===== src/rtl/serial_word_source.sv =====
// serial_word_source: accepts WIDTH-bit words on valid/ready and emits them one bit per DIV cycles,
// with a strobe on each bit's first cycle, a last-bit flag, and 0 on the line between words.
module serial_word_source #(
    parameter int WIDTH     = 8,
    parameter int DIV       = 1,
    parameter bit MSB_FIRST = 1'b1
) (
    input  logic             clk,
    input  logic             rst,
    input  logic [WIDTH-1:0] din,
    input  logic             din_valid,
    output logic             din_ready,
    output logic             sout,
    output logic             sout_valid,
    output logic             last,
    output logic             busy
);
    localparam int BW = $clog2(WIDTH);
    localparam int DW = (DIV > 1) ? $clog2(DIV) : 1;
    localparam logic [BW-1:0] BIT_MAX = BW'(WIDTH - 1);
    localparam logic [DW-1:0] DIV_MAX = DW'(DIV - 1);

    typedef enum logic {IDLE, SHIFT} state_t;

    state_t           r_state, w_state_n;
    logic [WIDTH-1:0] r_sr, w_sr_n;
    logic [BW-1:0]    r_bit, w_bit_n;
    logic [DW-1:0]    r_div, w_div_n;
    logic             w_shift, w_div_end, w_bit_end, w_xfer;

    assign w_shift    = (r_state == SHIFT);
    assign w_div_end  = (r_div == DIV_MAX);
    assign w_bit_end  = (r_bit == BIT_MAX);
    // Ready reopens only on the very last cycle of a word so back-to-back words have no gap
    assign din_ready  = !rst && (!w_shift || (w_bit_end && w_div_end));
    assign w_xfer     = din_valid && din_ready;
    assign busy       = w_shift;
    assign sout       = w_shift && (MSB_FIRST ? r_sr[WIDTH-1] : r_sr[0]);
    assign sout_valid = w_shift && (r_div == '0);
    assign last       = w_shift && w_bit_end;

    always_comb begin
        w_state_n = r_state;
        w_sr_n    = r_sr;
        w_bit_n   = r_bit;
        w_div_n   = r_div;
        if (w_xfer) begin
            w_state_n = SHIFT;
            w_sr_n    = din;
            w_bit_n   = '0;
            w_div_n   = '0;
        end else if (w_shift) begin
            w_div_n = w_div_end ? '0 : r_div + 1'b1;
            if (w_div_end) begin
                w_sr_n    = MSB_FIRST ? {r_sr[WIDTH-2:0], 1'b0} : {1'b0, r_sr[WIDTH-1:1]};
                w_bit_n   = w_bit_end ? '0 : r_bit + 1'b1;
                w_state_n = w_bit_end ? IDLE : SHIFT;
            end
        end
    end

    always_ff @(posedge clk) begin
        if (rst) begin
            r_state <= IDLE;
            r_sr    <= '0;
            r_bit   <= '0;
            r_div   <= '0;
        end else begin
            r_state <= w_state_n;
            r_sr    <= w_sr_n;
            r_bit   <= w_bit_n;
            r_div   <= w_div_n;
        end
    end
endmodule


===== config.mk =====
export PLATFORM = sky130hd
export DESIGN_NAME = serial_word_source
export DESIGN_NICKNAME = d
export VERILOG_FILES = /design/src/rtl/serial_word_source.sv
export SDC_FILE = /design/constraint.sdc
export NUM_CORES = 1
export LEC_CHECK = 0
export CAP_MARGIN = 20
export CORE_AREA = 2 2 40 42
export DETAILED_ROUTE_END_ITERATION = 10
export DIE_AREA = 0 0 42 44
export GPL_TIMING_DRIVEN = 0
export PLACE_DENSITY = 0.77
export SLEW_MARGIN = 20
export SYNTH_ARGS = -nofsm -noshare
export SYNTH_HDL_FRONTEND = slang
export SYNTH_SLANG_ARGS = --single-unit

===== constraint.sdc =====
create_clock -name clk -period 2.4 [get_ports clk]
set_input_delay 0.6 -clock clk [delete_from_list [all_inputs] [get_ports clk]]
set_output_delay 0.6 -clock clk [all_outputs]
set_load 0.02 [all_outputs]

==> results.json, run 1 <==
{
  "final_cells": 103,
  "synth_cell_type_count": 23,
  "die_h_um": 44,
  "synth_area_leader_cell": "dfxtp_1",
  "grt_pass1_wl_um": 2100,
  "synthToLayoutAreaGrowth_pct": 29.6,
  "max_freq_mhz": 436,
  "io_buffer_count": 15,
  "synth_edf_count": 0,
  "initial_utilization_pct": 47.4,
  "synthesis.nets": 82,
  "row_count": 14,
  "hold_viol": 0,
  "ys_warn_count": 0,
  "crit_type": "register to output pin",
  "slew_viol_final": 0,
  "cp_cell_sequence": "buf_6 > clkbuf_8 > and2_1 > clkdlybuf4s50_1",
  "cts_resized": 3,
  "viasPerCell": 5.26,
  "postRouteAntennaNets": 0,
  "ios": 16,
  "gp_congestion": 0.665,
  "core-area_um2": 1420,
  "grt-ovfl-total": 0,
  "path_clk_slew_ns": 0.08,
  "critPathArrivalTime_ns": 1.69,
  "fin_nets": 101,
  "place_inst": 100,
  "synth_top_cell_area_share_pct": 35.7,
  "status": "complete, no violations",
  "grt_use_total_pct": 15.5,
  "root_buffer": "clkbuf_4",
  "ys.flop_type": "dfxtp_1",
  "ctsHoldBuffers": 0,
  "tightest_slew_ns": 0.483,
  "required_ns": 1.80,
  "fill_cells": 127,
  "wire_per_inst_um": 12.1,
  "clock_path_buffers": 2,
  "ys_ff_latch": 12,
  "yosysSeqAreaShare_pct": 35.7,
  "finalClockSkew_ns": 0.00100,
  "peakVddDrop_v": 0.000412,
  "antenna_found_initial": 0,
  "period_share_pct": 95.5,
  "crit_path_start_kind": "register",
  "yosysMostFrequentCell": "dfxtp_1",
  "maxSlewHeadroom_pct": 67.8,
  "finalCriticalPeriod_ns": 2.29,
  "grt_max_degree": 14,
  "syn-cell-area_um2": 673,
  "syn_inst": 69,
  "path_max_fanout": 10,
  "cts_tree": "yes",
  "yosys-top-cells-count": "dfxtp_1, a221oi_1, and2b_2, inv_1",
  "dp_hpwl_um": 906,
  "critPathCaptureType": "output pin",
  "power.density_nw_per_um2": 554,
  "crit_slowest_cell": "clkdlybuf4s50_1",
  "clk_latency_ns": 0.27,
  "max_stage_delay_ns": 0.59,
  "drc": 0,
  "dieArea_um2": 1850,
  "leakage_nw": 0.402,
  "hold_class": "register to register",
  "drt_wl_total_um": 1250,
  "syn_avg_cell_area_um2": 9.76,
  "cts_buffers": 3,
  "cts_setup_buffers": 0,
  "htreeDepth": 1,
  "total_power_mw": 0.483,
  "insertedDiodeCount": 0,
  "setup_violations": 0,
  "grt_pass1_vias": 494,
  "drive_above_1_share_pct": 24.1,
  "die_width_um": 42,
  "ys_top_cells_by_area": "dfxtp_1, a221oi_1, and2b_2",
  "maxCapViolations": 0,
  "vias": 542,
  "first_iter_violations": 6,
  "clock_sinks": 12,
  "async_flop_share_pct": 0,
  "cp.buffers_inverters": 3,
  "dr.pass1.iters": 4,
  "cp_top_family": "buffers and inverters",
  "rsz0062_at_grt": "false"
}
-- where the power goes --
| part | leakage [nW] | switching [mW] | internal [mW] |
|---|---|---|---|
| registers | 0.0991 | 0.00800 | 0.213 |
| clock network | 0.0210 | 0.0683 | 0.0921 |
| logic | 0.282 | 0.0427 | 0.0588 |
| total | 0.402 | 0.119 | 0.364 |
-- layout by cell type (no fill, tap or decap), drive strengths merged --
cell type      count
a211oi             7
a21oi              1
a221oi             7
and2               3
and2b              8
buf                4
clkbuf             6
clkdlybuf4s50     12
dfxtp             12
dlygate4sd2        2
dlymetal6s2s       1
ha                 2
inv                7
mux2i              3
nand2b             1
nand3              1
nor2               6
nor3               2
nor3b              1
o21a               1
-- worst register-to-register path, cell delays in order, from the launching register on --
cell      delay, ns
dfxtp_1        0.33
ha_1           0.19
ha_1           0.23
nand2b_1       0.17
buf_6          0.14
and2_4         0.15
buf_6          0.13
a211oi_1       0.23
-- logic make-up (layout without fill, tap and decap cells) --
group | count (synthesis) | after routing | share of synthesized area, %
mux | 3 | 3 | 4.46
buf+inv | 14 | 32 | 15.4
fa+ha+maj | 2 | 2 | 3.72
compound gates | 16 | 16 | 19.5
simple gates | 22 | 22 | 21.2
flops | 12 | 12 | 35.7
-- per-stage QoR --
step | worst slack [ns] | cell area (um^2) | util [%] | hold slack (ns) | TNS [ns]
floorplan | 0.582 | 673 | - | 0.499 | 0
global placement | -0.427 | 843 | 59.4 | 0.517 | -0.427
detailed placement | -0.445 | 843 | 59.4 | 0.527 | -0.445
CTS | 0.0414 | 870 | 61.3 | 0.538 | 0
global route | 0.0145 | 872 | 61.5 | 0.560 | 0
finish | 0.108 | 872 | 61.5 | 0.531 | 0
-- area by class of cell --
type	count	area [um^2]	area share, %
Sequential cell	12	241	27.7
Timing Repair Buffer	15	150	17.2
Buffer	6	68.8	7.89
Tap cell	16	20.0	2.30
Clock buffer	4	36.3	4.16
Multi-Input combinational cell	43	329	37.7
Inverter	7	26.3	3.01
-- per-layer routing --
metal | up-vias | GRT usage (%) | wire length, um
li1 | 277 | - | -
met1 | 255 | 18.9 | 572
met2 | 8 | 24.7 | 605
met3 | 2 | 7.50 | 57
met4 | 0 | 3.87 | 13
met5 | - | 0 | 0
-- flip-flops by register name, summed over array words and instances, names as in the netlist --
name	cells
busy	1
r_bit	3
r_sr	8
-- path summary, 6_finish.rpt --
kind,endpoint,start,slack (ns),depth (start not counted)
min,r_bit[1]$_SDFFE_PP0P_,r_bit[1]$_SDFFE_PP0P_,0.53,2
min reg2reg,r_bit[1]$_SDFFE_PP0P_,r_bit[1]$_SDFFE_PP0P_,0.53,2
max,sout,busy$_SDFF_PP0_,0.11,4
max reg2reg,r_sr[4]$_SDFFE_PP0P_,r_bit[0]$_SDFFE_PP0P_,0.75,7
(Power assumes the default switching activity.)
==> run 2: changes to the inputs <==
--- a/config.mk
+++ b/config.mk
@@ -6,11 +6,13 @@
 export NUM_CORES = 1
 export LEC_CHECK = 0
 export CAP_MARGIN = 20
-export CORE_AREA = 2 2 40 42
+export CORE_AREA = 2 2 39 41
+export CTS_CLUSTER_DIAMETER = 50
 export DETAILED_ROUTE_END_ITERATION = 10
-export DIE_AREA = 0 0 42 44
+export DIE_AREA = 0 0 41 43
+export DONT_BUFFER_PORTS = 1
 export GPL_TIMING_DRIVEN = 0
-export PLACE_DENSITY = 0.77
+export PLACE_DENSITY = 0.66
 export SLEW_MARGIN = 20
 export SYNTH_ARGS = -nofsm -noshare
 export SYNTH_HDL_FRONTEND = slang
==> run 2 against run 1 <==
Maximum frequency grew 6.2%. Setup slack improved by 0.13 ns. Cell area down 16%. Sequential share of layout area grew 5.2 points. Global-route usage is 0.94 points higher. Combinational power shrank 25%. Largest cell class unchanged.
==> results.json, run 2 (same netlist as run 1, synthesis figures left out) <==
{
  "status": "complete, no violations",
  "dp_hpwl_um": 839,
  "fill_cells": 134,
  "dr.pass1.iters": 4,
  "die_h_um": 43,
  "total_power_mw": 0.461,
  "multi_input_area_um2": 329,
  "crit_path_start_kind": "register",
  "drt_wl_total_um": 1150,
  "initial_utilization_pct": 48.6,
  "path_max_fanout": 10,
  "p_sw_mw": 0.116,
  "period_share_pct": 89.9,
  "cts_tree": "yes",
  "grt_pass1_vias": 451,
  "crit_type": "register to output pin",
  "setup_violations": 0,
  "holdWs_ns": 0.378,
  "cts_resized": 0,
  "maxSlewHeadroom_pct": 74.2,
  "clkPwrFrac_pct": 35.1,
  "antenna_found_initial": 0,
  "switching_share_pct": 25.1,
  "required_ns": 1.80,
  "setup_tns_ns": 0,
  "io_buffer_count": 0,
  "critPathCaptureType": "output pin",
  "core-area_um2": 1380,
  "grt_use_total_pct": 16.4,
  "htreeDepth": 1,
  "drc": 0,
  "gp_congestion": 0.679,
  "grt-ovfl-total": 0,
  "combPwrFrac_pct": 16.6,
  "hold_viol": 0,
  "intPower_mw": 0.345,
  "first_iter_violations": 7,
  "ios": 16,
  "rsz0062_at_grt": "false",
  "path_clk_slew_ns": 0.08,
  "power.density_nw_per_um2": 632,
  "layout.area.seq_um2": 240,
  "clock_sinks": 12,
  "wire_per_inst_um": 12.9,
  "largest_reg_flops": 8,
  "worst_slack_ns": 0.242,
  "viasPerCell": 5.57,
  "clk_latency_ns": 0.27,
  "finalClockSkew_ns": 0.000850,
  "grt_max_degree": 11,
  "final_common_cell": "dfxtp_1",
  "postRouteAntennaNets": 0,
  "vias": 496,
  "place_worst_setup_slack_ns": 0.495,
  "top_register": "r_sr",
  "ctsHoldBuffers": 0,
  "peakVddDrop_v": 0.000339,
  "max_freq_mhz": 463,
  "root_buffer": "clkbuf_4",
  "leakage_nw": 0.328,
  "slew_viol_final": 0,
  "clock_path_buffers": 2,
  "insertedDiodeCount": 0,
  "maxCapViolations": 0,
  "drive_above_1_share_pct": 27.4,
  "synthToLayoutAreaGrowth_pct": 8.36,
  "finalCriticalPeriod_ns": 2.16,
  "fin_nets": 87,
  "pwr-share-seq_pct": 48.2,
  "tightest_slew_ns": 0.387,
  "grt_pass1_wl_um": 1930,
  "critPathArrivalTime_ns": 1.56,
  "layout_common_cells": "dfxtp_1, and2b_2, inv_1, a221oi_1",
  "cts_setup_buffers": 0,
  "dieArea_um2": 1760,
  "die_width_um": 41,
  "hold_class": "input port to register",
  "row_count": 14,
  "cts_buffers": 3
}
## run 2: power groups by stage
stage	Clock [mW]	Sequential [mW]	Combinational, mW
floorplan	0	0.224	0.0675
global placement	0	0.227	0.0764
detailed placement	0	0.227	0.0771
CTS	0.167	0.222	0.0773
global route	0.175	0.224	0.0844
finish	0.162	0.222	0.0767
## run 2: metrics by stage
stage	utilization, %	std cells	area [um^2]
after CTS	52.7	89	729
after global placement	50.1	85	693
after global routing	52.7	89	729
final	52.7	89	729
after floorplan	-	69	673
after detailed placement	50.1	85	693
## run 2: cell type report
cell class,instances,share of cell area [%]
Inverter,7,3.60
Tap cell,16,2.74
Sequential cell,12,32.9
Multi-Input combinational cell,43,45.1
Clock buffer,4,4.97
Buffer,7,10.6
## run 2: per-layer routing
metal	part of all wire (%)	GRT usage, %
met5	0	0
met1	47	20.6
met4	0.87	8.00
met3	5.6	7.33
met2	46	23.1
## run 2: critical path, stage by stage, from the launching register on
cell,delay [ns]
dfxtp_1,0.43
buf_6,0.20
clkbuf_8,0.16
and2b_2,0.20
nor2_1,0.30
## run 2: final timing paths
check / from / to / slack (ns) / cells after the start
worst max-delay path: busy$_SDFF_PP0_ / din_ready / 0.24 / 4
worst min-delay path: rst / r_sr[6]$_SDFFE_PP0P_ / 0.38 / 1
worst max register to register: r_bit[0]$_SDFFE_PP0P_ / r_sr[5]$_SDFFE_PP0P_ / 0.75 / 7
worst min register to register: r_bit[1]$_SDFFE_PP0P_ / r_bit[1]$_SDFFE_PP0P_ / 0.53 / 2
==> run 3: changes to the inputs <==
--- a/config.mk
+++ b/config.mk
@@ -6,13 +6,12 @@
 export NUM_CORES = 1
 export LEC_CHECK = 0
 export CAP_MARGIN = 20
-export CORE_AREA = 2 2 39 41
+export CORE_AREA = 2 2 41 43
 export CTS_CLUSTER_DIAMETER = 50
 export DETAILED_ROUTE_END_ITERATION = 10
-export DIE_AREA = 0 0 41 43
-export DONT_BUFFER_PORTS = 1
+export DIE_AREA = 0 0 43 45
 export GPL_TIMING_DRIVEN = 0
-export PLACE_DENSITY = 0.66
+export PLACE_DENSITY = 0.74
 export SLEW_MARGIN = 20
 export SYNTH_ARGS = -nofsm -noshare
 export SYNTH_HDL_FRONTEND = slang
==> constraint.sdc (replaced) <==
create_clock -name clk -period 2 [get_ports clk]
set_input_delay 0.5 -clock clk [delete_from_list [all_inputs] [get_ports clk]]
set_output_delay 0.5 -clock clk [all_outputs]
set_load 0.02 [all_outputs]
==> run 3 against run 2 <==
Cell count is 15% higher. Utilization is 6.5 points higher. Critical path depth is 1 higher. Non-clock buffer count is 14 higher. Highest routed layer unchanged. Clock skew is 0.0032 ns higher. Largest power group unchanged. Via count is 8.5% higher. Setup slack worse by 0.16 ns. Critical path type unchanged. Count of clock-buffer cells in the layout is 1 lower. Combinational power is 58% higher. Total power is 17% higher.
==> results.json, run 3 (same netlist as run 1, synthesis figures left out) <==
{
  "final_common_cell": "clkdlybuf4s50_1",
  "initial_utilization_pct": 45.7,
  "grt_max_degree": 14,
  "die_h_um": 45,
  "critPathCaptureType": "output pin",
  "met2_usage_pct": 26.4,
  "io_buffer_count": 15,
  "vias": 538,
  "maxSlewHeadroom_pct": 66.2,
  "grt_pass1_vias": 509,
  "maxCapViolations": 0,
  "fill_cells": 127,
  "layout.area.seq_um2": 243,
  "crit_start": "r_bit[1]$_SDFFE_PP0P_",
  "hold_viol": 0,
  "max_freq_mhz": 522,
  "hold_class": "register to register",
  "met3_usage_pct": 7.20,
  "finalCriticalPeriod_ns": 1.92,
  "post_dp_cell_area_um2": 843,
  "die_width_um": 43,
  "period_share_pct": 95.8,
  "peakVddDrop_v": 0.000390,
  "place_inst": 100,
  "endpoint": "din_ready",
  "wire_per_inst_um": 12.4,
  "ctsHoldBuffers": 0,
  "synthToLayoutAreaGrowth_pct": 29.4,
  "viasPerCell": 5.27,
  "rsz0062_at_grt": "false",
  "grt-ovfl-total": 0,
  "grt_use_total_pct": 15.0,
  "drc": 0,
  "multi_input_area_um2": 344,
  "finish.instance_area_um2": 871,
  "first_iter_violations": 1,
  "slew_viol_final": 0,
  "largest_reg_flops": 8,
  "cts_tree": "yes",
  "postRouteAntennaNets": 0,
  "worst_slack_ns": 0.0845,
  "drt_wl_total_um": 1270,
  "layout_common_cells": "clkdlybuf4s50_1, dfxtp_1, and2b_2, inv_1, a221oi_1",
  "rr_startpoint": "r_bit[0]$_SDFFE_PP0P_",
  "htreeDepth": 1,
  "ios": 16,
  "dieArea_um2": 1940,
  "finalClockSkew_ns": 0.00403,
  "insertedDiodeCount": 0,
  "gp_congestion": 0.712,
  "clock_sinks": 12,
  "r2r_cells": 7,
  "met1_usage_pct": 16.4,
  "leakage_nw": 0.374,
  "required_ns": 1.50,
  "grt-busiest-layer": "met2",
  "root_buffer": "clkbuf_4",
  "top_register": "r_sr",
  "path_clk_slew_ns": 0.07,
  "row_count": 14,
  "utilization_pct": 59.2,
  "place_worst_setup_slack_ns": -0.646,
  "core-area_um2": 1470,
  "grt_pass1_wl_um": 2130,
  "dp_hpwl_um": 915,
  "r2r_end": "r_sr[5]$_SDFFE_PP0P_",
  "crit_type": "register to output pin",
  "status": "complete, no violations",
  "dr.pass1.iters": 4,
  "drive_above_1_share_pct": 29.1,
  "setup_violations": 0,
  "critPathArrivalTime_ns": 1.42,
  "setup_tns_ns": 0,
  "r2r_setup_slack_ns": 0.43,
  "final_cells": 102,
  "fin_nets": 101,
  "cts_buffers": 3,
  "power.density_nw_per_um2": 618,
  "path_max_fanout": 5,
  "clock_path_buffers": 2,
  "antenna_found_initial": 0,
  "tightest_slew_ns": 0.507,
  "clk_latency_ns": 0.28,
  "crit_path_start_kind": "register"
}
## run 3: changes by cell type in the layout (fill, tap and decap cells not counted), sizes merged
| cell | delta |
|---|---|
| clkdlybuf4s50 | +11 |
| dlygate4sd2 | +2 |
| buf | +1 |
| clkbuf | -1 |
| clkdlybuf4s15 | +1 |
| dlygate4sd1 | -1 |
## run 3: timing repair
action / in CTS / in global routing
resized for setup: 11 / 4
setup endpoints to repair: 3 / 1
setup buffers: 0 / 0
gates cloned: 0 / 0
pin swaps: 0 / 0
## run 3: critical path, cell delays in order, from the launching register on
cell and delay (ns):
dfxtp_1 0.34, ha_2 0.20, ha_4 0.15, and2b_2 0.22
nor2_1 0.09, buf_4 0.15
## run 3: metrics by stage
| step | total power, mW | hold slack [ns] |
|---|---|---|
| 2_1_floorplan | 0.350 | 0.499 |
| 3_3_place_gp | 0.394 | 0.515 |
| 3_5_place_dp | 0.395 | 0.521 |
| 4_1_cts | 0.540 | 0.538 |
| 5_1_grt | 0.568 | 0.596 |
| 6_report | 0.539 | 0.546 |
## run 3: how the worst min path moves through the flow
stage	start	endpoint	slack (ns)	cells past startpoint
5_1_grt	r_bit[2]$_SDFFE_PP0P_	r_bit[2]$_SDFFE_PP0P_	0.60	2
3_3_place_gp	r_bit[1]$_SDFFE_PP0P_	r_bit[1]$_SDFFE_PP0P_	0.51	2
6_report	r_bit[1]$_SDFFE_PP0P_	r_bit[1]$_SDFFE_PP0P_	0.55	2
4_1_cts	r_bit[2]$_SDFFE_PP0P_	r_bit[2]$_SDFFE_PP0P_	0.54	2
2_1_floorplan	r_bit[1]$_SDFFE_PP0P_	r_bit[1]$_SDFFE_PP0P_	0.50	2
3_5_place_dp	r_bit[2]$_SDFFE_PP0P_	r_bit[2]$_SDFFE_PP0P_	0.52	2
## run 3: per-layer routing
layer	part of all wire, %	vias to the layer above
li1	-	275
met1	45	246
met2	46	12
met3	6.9	5
met4	1.7	0
met5	0	-
## run 3: area by class of cell
type	instances	share of cell area [%]
multi-input cells	43	39.5
plain buffers	6	7.90
flip-flops and latches	12	27.9
repair buffers	15	16.8
clock buffers	3	2.59
well taps	16	2.30
inverters	7	3.02
## run 3: where the power goes
group | internal, mW | switching [mW]
logic | 0.0706 | 0.0506
clock network | 0.0699 | 0.0814
registers | 0.256 | 0.0104
total | 0.396 | 0.142
